`src/rtl/rom_port_arbiter.sv`:
```
// rom_port_arbiter: shares the instruction-ROM read port between
// fetch (IF) and a load/debug port (LS), one grant per cycle.
//
// Ports:
//   clk, rst                - clock, async active-low reset
//   if_req/if_addr          - fetch request and byte address
//   if_gnt/if_stall         - fetch grant / fetch stalled (comb)
//   if_rdata/if_rvalid      - registered fetch response
//   ls_req/ls_addr          - LS request and byte address
//   ls_gnt                  - LS grant (comb)
//   ls_rdata/ls_rvalid      - registered LS response
//   ls_err                  - LS response was a misaligned access
//   rom_ce/rom_addr         - ROM enable and byte address
//   rom_inst                - combinational ROM word
module rom_port_arbiter #(
  parameter int ADDR_W   = 32,
  parameter int DATA_W   = 32,
  parameter int MAX_WAIT = 4
) (
  input  logic              clk,
  input  logic              rst,
  input  logic              if_req,
  input  logic [ADDR_W-1:0] if_addr,
  output logic              if_gnt,
  output logic [DATA_W-1:0] if_rdata,
  output logic              if_rvalid,
  output logic              if_stall,
  input  logic              ls_req,
  input  logic [ADDR_W-1:0] ls_addr,
  output logic              ls_gnt,
  output logic [DATA_W-1:0] ls_rdata,
  output logic              ls_rvalid,
  output logic              ls_err,
  output logic              rom_ce,
  output logic [ADDR_W-1:0] rom_addr,
  input  logic [DATA_W-1:0] rom_inst
);

  localparam logic [3:0] WAIT_LIM = 4'(MAX_WAIT);

  logic [3:0] wait_cnt;
  logic       force_ls;
  logic       ls_align;

  assign ls_align = (ls_addr[1:0] == 2'b00);

  // LS jumps ahead of IF once it has been starved long enough.
  assign force_ls = ls_req & (wait_cnt >= WAIT_LIM);
  assign ls_gnt   = ls_req & (~if_req | force_ls);
  assign if_gnt   = if_req & ~ls_gnt;
  assign if_stall = if_req & ~if_gnt;

  // A misaligned LS grant never touches the ROM.
  assign rom_ce = if_gnt | (ls_gnt & ls_align);

  always_comb begin
    rom_addr = '0;
    unique case (1'b1)
      if_gnt:  rom_addr = if_addr;
      ls_gnt:  rom_addr = ls_addr;
      default: rom_addr = '0;
    endcase
  end

  always_ff @(posedge clk or negedge rst) begin
    if (!rst) begin
      wait_cnt <= '0;
    end else if (ls_gnt | ~ls_req) begin
      wait_cnt <= '0;
    end else if (wait_cnt != 4'hF) begin
      wait_cnt <= wait_cnt + 4'd1;
    end
  end

  always_ff @(posedge clk or negedge rst) begin
    if (!rst) begin
      if_rvalid <= 1'b0;
      if_rdata  <= '0;
    end else begin
      if_rvalid <= if_gnt;
      if (if_gnt) begin
        if_rdata <= rom_inst;
      end
    end
  end

  always_ff @(posedge clk or negedge rst) begin
    if (!rst) begin
      ls_rvalid <= 1'b0;
      ls_err    <= 1'b0;
      ls_rdata  <= '0;
    end else begin
      ls_rvalid <= ls_gnt;
      ls_err    <= ls_gnt & ~ls_align;
      if (ls_gnt) begin
        ls_rdata <= ls_align ? rom_inst : '0;
      end
    end
  end

endmodule

```
`config.mk`:
```
export PLATFORM = sky130hd
export DESIGN_NAME = rom_port_arbiter
export DESIGN_NICKNAME = d
export VERILOG_FILES = /design/src/rtl/rom_port_arbiter.sv
export SDC_FILE = /design/constraint.sdc
export NUM_CORES = 1
export LEC_CHECK = 0
export CAP_MARGIN = 20
export CORE_ASPECT_RATIO = 0.8
export CORE_MARGIN = 2
export CORE_UTILIZATION = 32
export CTS_BUF_LIST = sky130_fd_sc_hd__clkbuf_16
export DETAILED_ROUTE_END_ITERATION = 10
export GPL_TIMING_DRIVEN = 0
export PLACE_DENSITY = 0.78
export RECOVER_POWER = 25
export SETUP_SLACK_MARGIN = 0.4
export SLEW_MARGIN = 10
export SYNTH_ARGS = -nofsm -noshare
export SYNTH_HDL_FRONTEND = slang
export SYNTH_SLANG_ARGS = --single-unit
```
`constraint.sdc`:
```
create_clock -name clk -period 1.8 [get_ports clk]
set_clock_uncertainty 0.2 [all_clocks]
set_input_delay 0.27 -clock clk [delete_from_list [all_inputs] [get_ports clk]]
set_output_delay 0.27 -clock clk [all_outputs]
set_load 0.01 [all_outputs]
```
==> results.yml <==
route:
  wire_per_inst_um: 19.4
  drtAntennaViolNets: 0
  wirelength_um: 10800
  num_vias: 2732
  via_per_inst: 4.90
  drtIter0Drc: 110
  post-route-drc-count: 0
  drtPass1Iterations: 6
floorplanning:
  core_area_um2: 8630
  dieArea_um2: 9790
  start_util_pct: 33.4
  rows: 30
  die_w_um: 110
  die_y_um: 88.9
  design.portCount: 203
critical_path:
  critPathMaxStageDelay_ps: 420
  r2r-start: "wait_cnt[3]$_DFFE_PN0P_"
  crit_slowest_cell: "dfrtp_1"
  r2r_cells: 8
  cp_top_family: "buffers and inverters"
  cp_data_required_time_ps: 1330
  startpoint_type: "flop"
  crit_cells: 7
  critPathMaxFanout: 10
  path_common_cell: "buf_6"
  path_buf_inv: 4
  rr_endpoint: "if_rdata[31]$_DFFE_PN0N_"
  critPathCaptureType: "output pin"
  crit_chain: "nor3b_4 -> nand2b_4 -> buf_6 -> inv_6 -> buf_6 -> a22o_1 -> buf_6"
  worst-setup-path-type: "reg2out"
  crit_arrival_ps: 1790
  r2r_slack_ps: -390
yosys:
  synthFlopType: "dfrtp_1"
  synth_nets: 303
  synth_cells: 202
  synth_top_area_share_pct: 61.6
  synthTopCellsByCount: "dfrtp_1 (71), a22o_1 (64), mux2_1 (29)"
  syn_area_um2: 2880
  yosysTopAreaCell: "dfrtp_1"
  synth_sequential_area_ratio_pct: 61.6
  ys_ff_latch: 71
  synthTopCellsByArea: "dfrtp_1 (62%), a22o_1 (19%), mux2_1 (11%)"
  synth.most_common_cell: "dfrtp_1"
  avgSynthCellArea_um2: 14.3
  yosys_warnings: 0
  async_flop_share_pct: 100
  synth-edff-count: 0
  ys_types: 20
grt:
  antenna_found_initial: 0
  overflow: 0
  grt_pass1_wl_um: 15300
  grt_usage_pct: 21.2
  grt_pass1_vias: 2743
  grt_start_max_net_pins: 38
power_and_ir_drop:
  max-vdd-ir-drop_mv: 0.681
  clock_power_share_pct: 39.2
  switching_power_mw: 1.23
  seq_power_share_pct: 37.8
  internal_power_mw: 3.60
  netSwitchingFraction_pct: 25.4
  combPwrFrac_pct: 23.0
  power_mw: 4.83
  p_leak_nw: 2.70
  p_per_area_nw_per_um2: 892
final_layout:
  final_util_pct: 62.7
  final.fill_count: 736
  layout.nets: 542
  multiInputGateArea_um2: 1070
  syn_to_final_growth_pct: 87.6
  drive_gt1_share_pct: 40.4
  diodes: 0
  seqCellArea_um2: 1780
status:
  status: "complete, but fails checks"
  violations: "negative setup slack"
sta:
  fin_crit_sh_pct: 125
  period_minus_slack_ps: 2260
  slew_headroom_pct: 38.4
  fmax_mhz: 443
  maxSlewViolCount: 0
  rsz0062_at_grt: "yes"
  setup_viol: 68
  hold_viol_final: 0
  worst_pin_slew_ps: 923
  setup_slack_ps: -458
  holdWs_ps: 246
place:
  dp_hpwl_um: 7700
  port_buffers: 202
  gp_congestion: 0.752
clock_tree:
  cts_sinks: 71
  cts_tree: "yes"
  cts_root_buffer: "clkbuf_16"
  cts_buffer_depth: 2
  cts_buffers: 9
  clock_latency_ps: 320
  cts.htree.levels: 3
  cts.clk_slew.worst_paths_ps: 60
worst_hold_path:
  hp-start: "ls_req"
  holdPathEnd: "wait_cnt[0]$_DFFE_PN0P_"
  whs_path_depth: 3
  min_path_type: "in2reg"
job:
  maxCapViolCount: 0
## flip-flops by register name, summed over array words and instances, names as in the netlist
signal	count
if_rdata	32
wait_cnt	4
ls_rvalid	1
ls_rdata	32
ls_err	1
if_rvalid	1
## final cells by class
| type | instances | share of cell area [%] |
|---|---|---|
| plain buffers | 16 | 4.07 |
| clock buffers | 9 | 4.16 |
| clock inverters | 7 | 1.76 |
| inverters | 3 | 0.393 |
| multi-input cells | 112 | 19.9 |
| flip-flops and latches | 71 | 32.8 |
| well taps | 112 | 2.59 |
| repair buffers | 228 | 34.3 |
## metrics by stage
stage	instances	instance area [µm²]	TNS, ps	setup WS (ps)
2_1_floorplan	202	2920	-84.8	-9.43
3_3_place_gp	516	5080	-202330	-2080
3_5_place_dp	517	5100	-58090	-1070
4_1_cts	556	5420	-19170	-448
5_1_grt	558	5410	-26030	-529
6_report	558	5410	-21390	-458
## power groups by stage
stage | clock network, mW | logic, mW | registers, mW
floorplan | 0 | 0.299 | 1.92
detailed placement | 0 | 1.15 | 1.85
global placement | 0 | 1.12 | 1.85
finish | 1.89 | 1.11 | 1.82
CTS | 1.93 | 1.12 | 1.83
global route | 2.03 | 1.18 | 1.84
## worst min-delay path: stages
cell and delay (ps):
dlygate4sd2_1 320, nand2_1 100, nor2_1 40
## logic make-up after synthesis
| kind of cell | count (synthesis) | share of synthesized area [%] |
|---|---|---|
| compound gates | 66 | 19.8 |
| fa+ha+maj | 1 | 0.434 |
| buf+inv | 19 | 3.13 |
| flops | 71 | 61.6 |
| mux | 32 | 12.5 |
| other cells | 1 | 0.130 |
| simple gates | 12 | 2.39 |
## repair_timing
action / in CTS / in global routing
endpoints found under the hold margin: 34 / 0
gates cloned: 3 / 1
pin swaps: 5 / 8
setup endpoints to repair: 170 / 113
hold buffers: 1 / 0
setup buffers: 19 / 1
gates resized for setup: 461 / 16
## worst max-delay path by stage
stage	to	slack, ps	startpoint
6_report	rom_addr[16]	-460	wait_cnt[3]$_DFFE_PN0P_
3_3_place_gp	ls_rdata[22]$_DFFE_PN0P_	-2080	rst
3_5_place_dp	rom_addr[16]	-1070	ls_req
5_1_grt	rom_addr[7]	-530	wait_cnt[3]$_DFFE_PN0P_
4_1_cts	rom_addr[1]	-450	wait_cnt[2]$_DFFE_PN0P_
2_1_floorplan	rom_addr[11]	-9	wait_cnt[3]$_DFFE_PN0P_
## metal layers
layer / share of wire (%) / track usage [%]
met5: 0 / 0
met4: 1.1 / 4.66
met3: 6.5 / 6.12
met2: 48 / 32.6
met1: 44 / 30.0
## layout by cell type, fill, tap and decap left out, drive strengths merged
| cell | synthesis | routed |
|---|---|---|
| ha | 1 | 1 |
| o21ai | 2 | 2 |
| dlygate4sd2 | 0 | 2 |
| buf | 16 | 139 |
| clkinv | 0 | 4 |
| mux2 | 32 | 32 |
| and3 | 2 | 2 |
| clkbuf | 0 | 13 |
| bufbuf | 0 | 2 |
| nand2b | 1 | 1 |
| dfrtp | 71 | 71 |
| clkinvlp | 0 | 1 |
| nand2 | 2 | 2 |
| clkdlybuf4s50 | 0 | 96 |
| nor3b | 1 | 1 |
| conb | 1 | 1 |
| or3b | 1 | 1 |
| nor2 | 5 | 5 |
| inv | 3 | 3 |
| dlygate4sd3 | 0 | 1 |
| bufinv | 0 | 2 |
| a22o | 64 | 64 |
(Power assumes the default switching activity.)
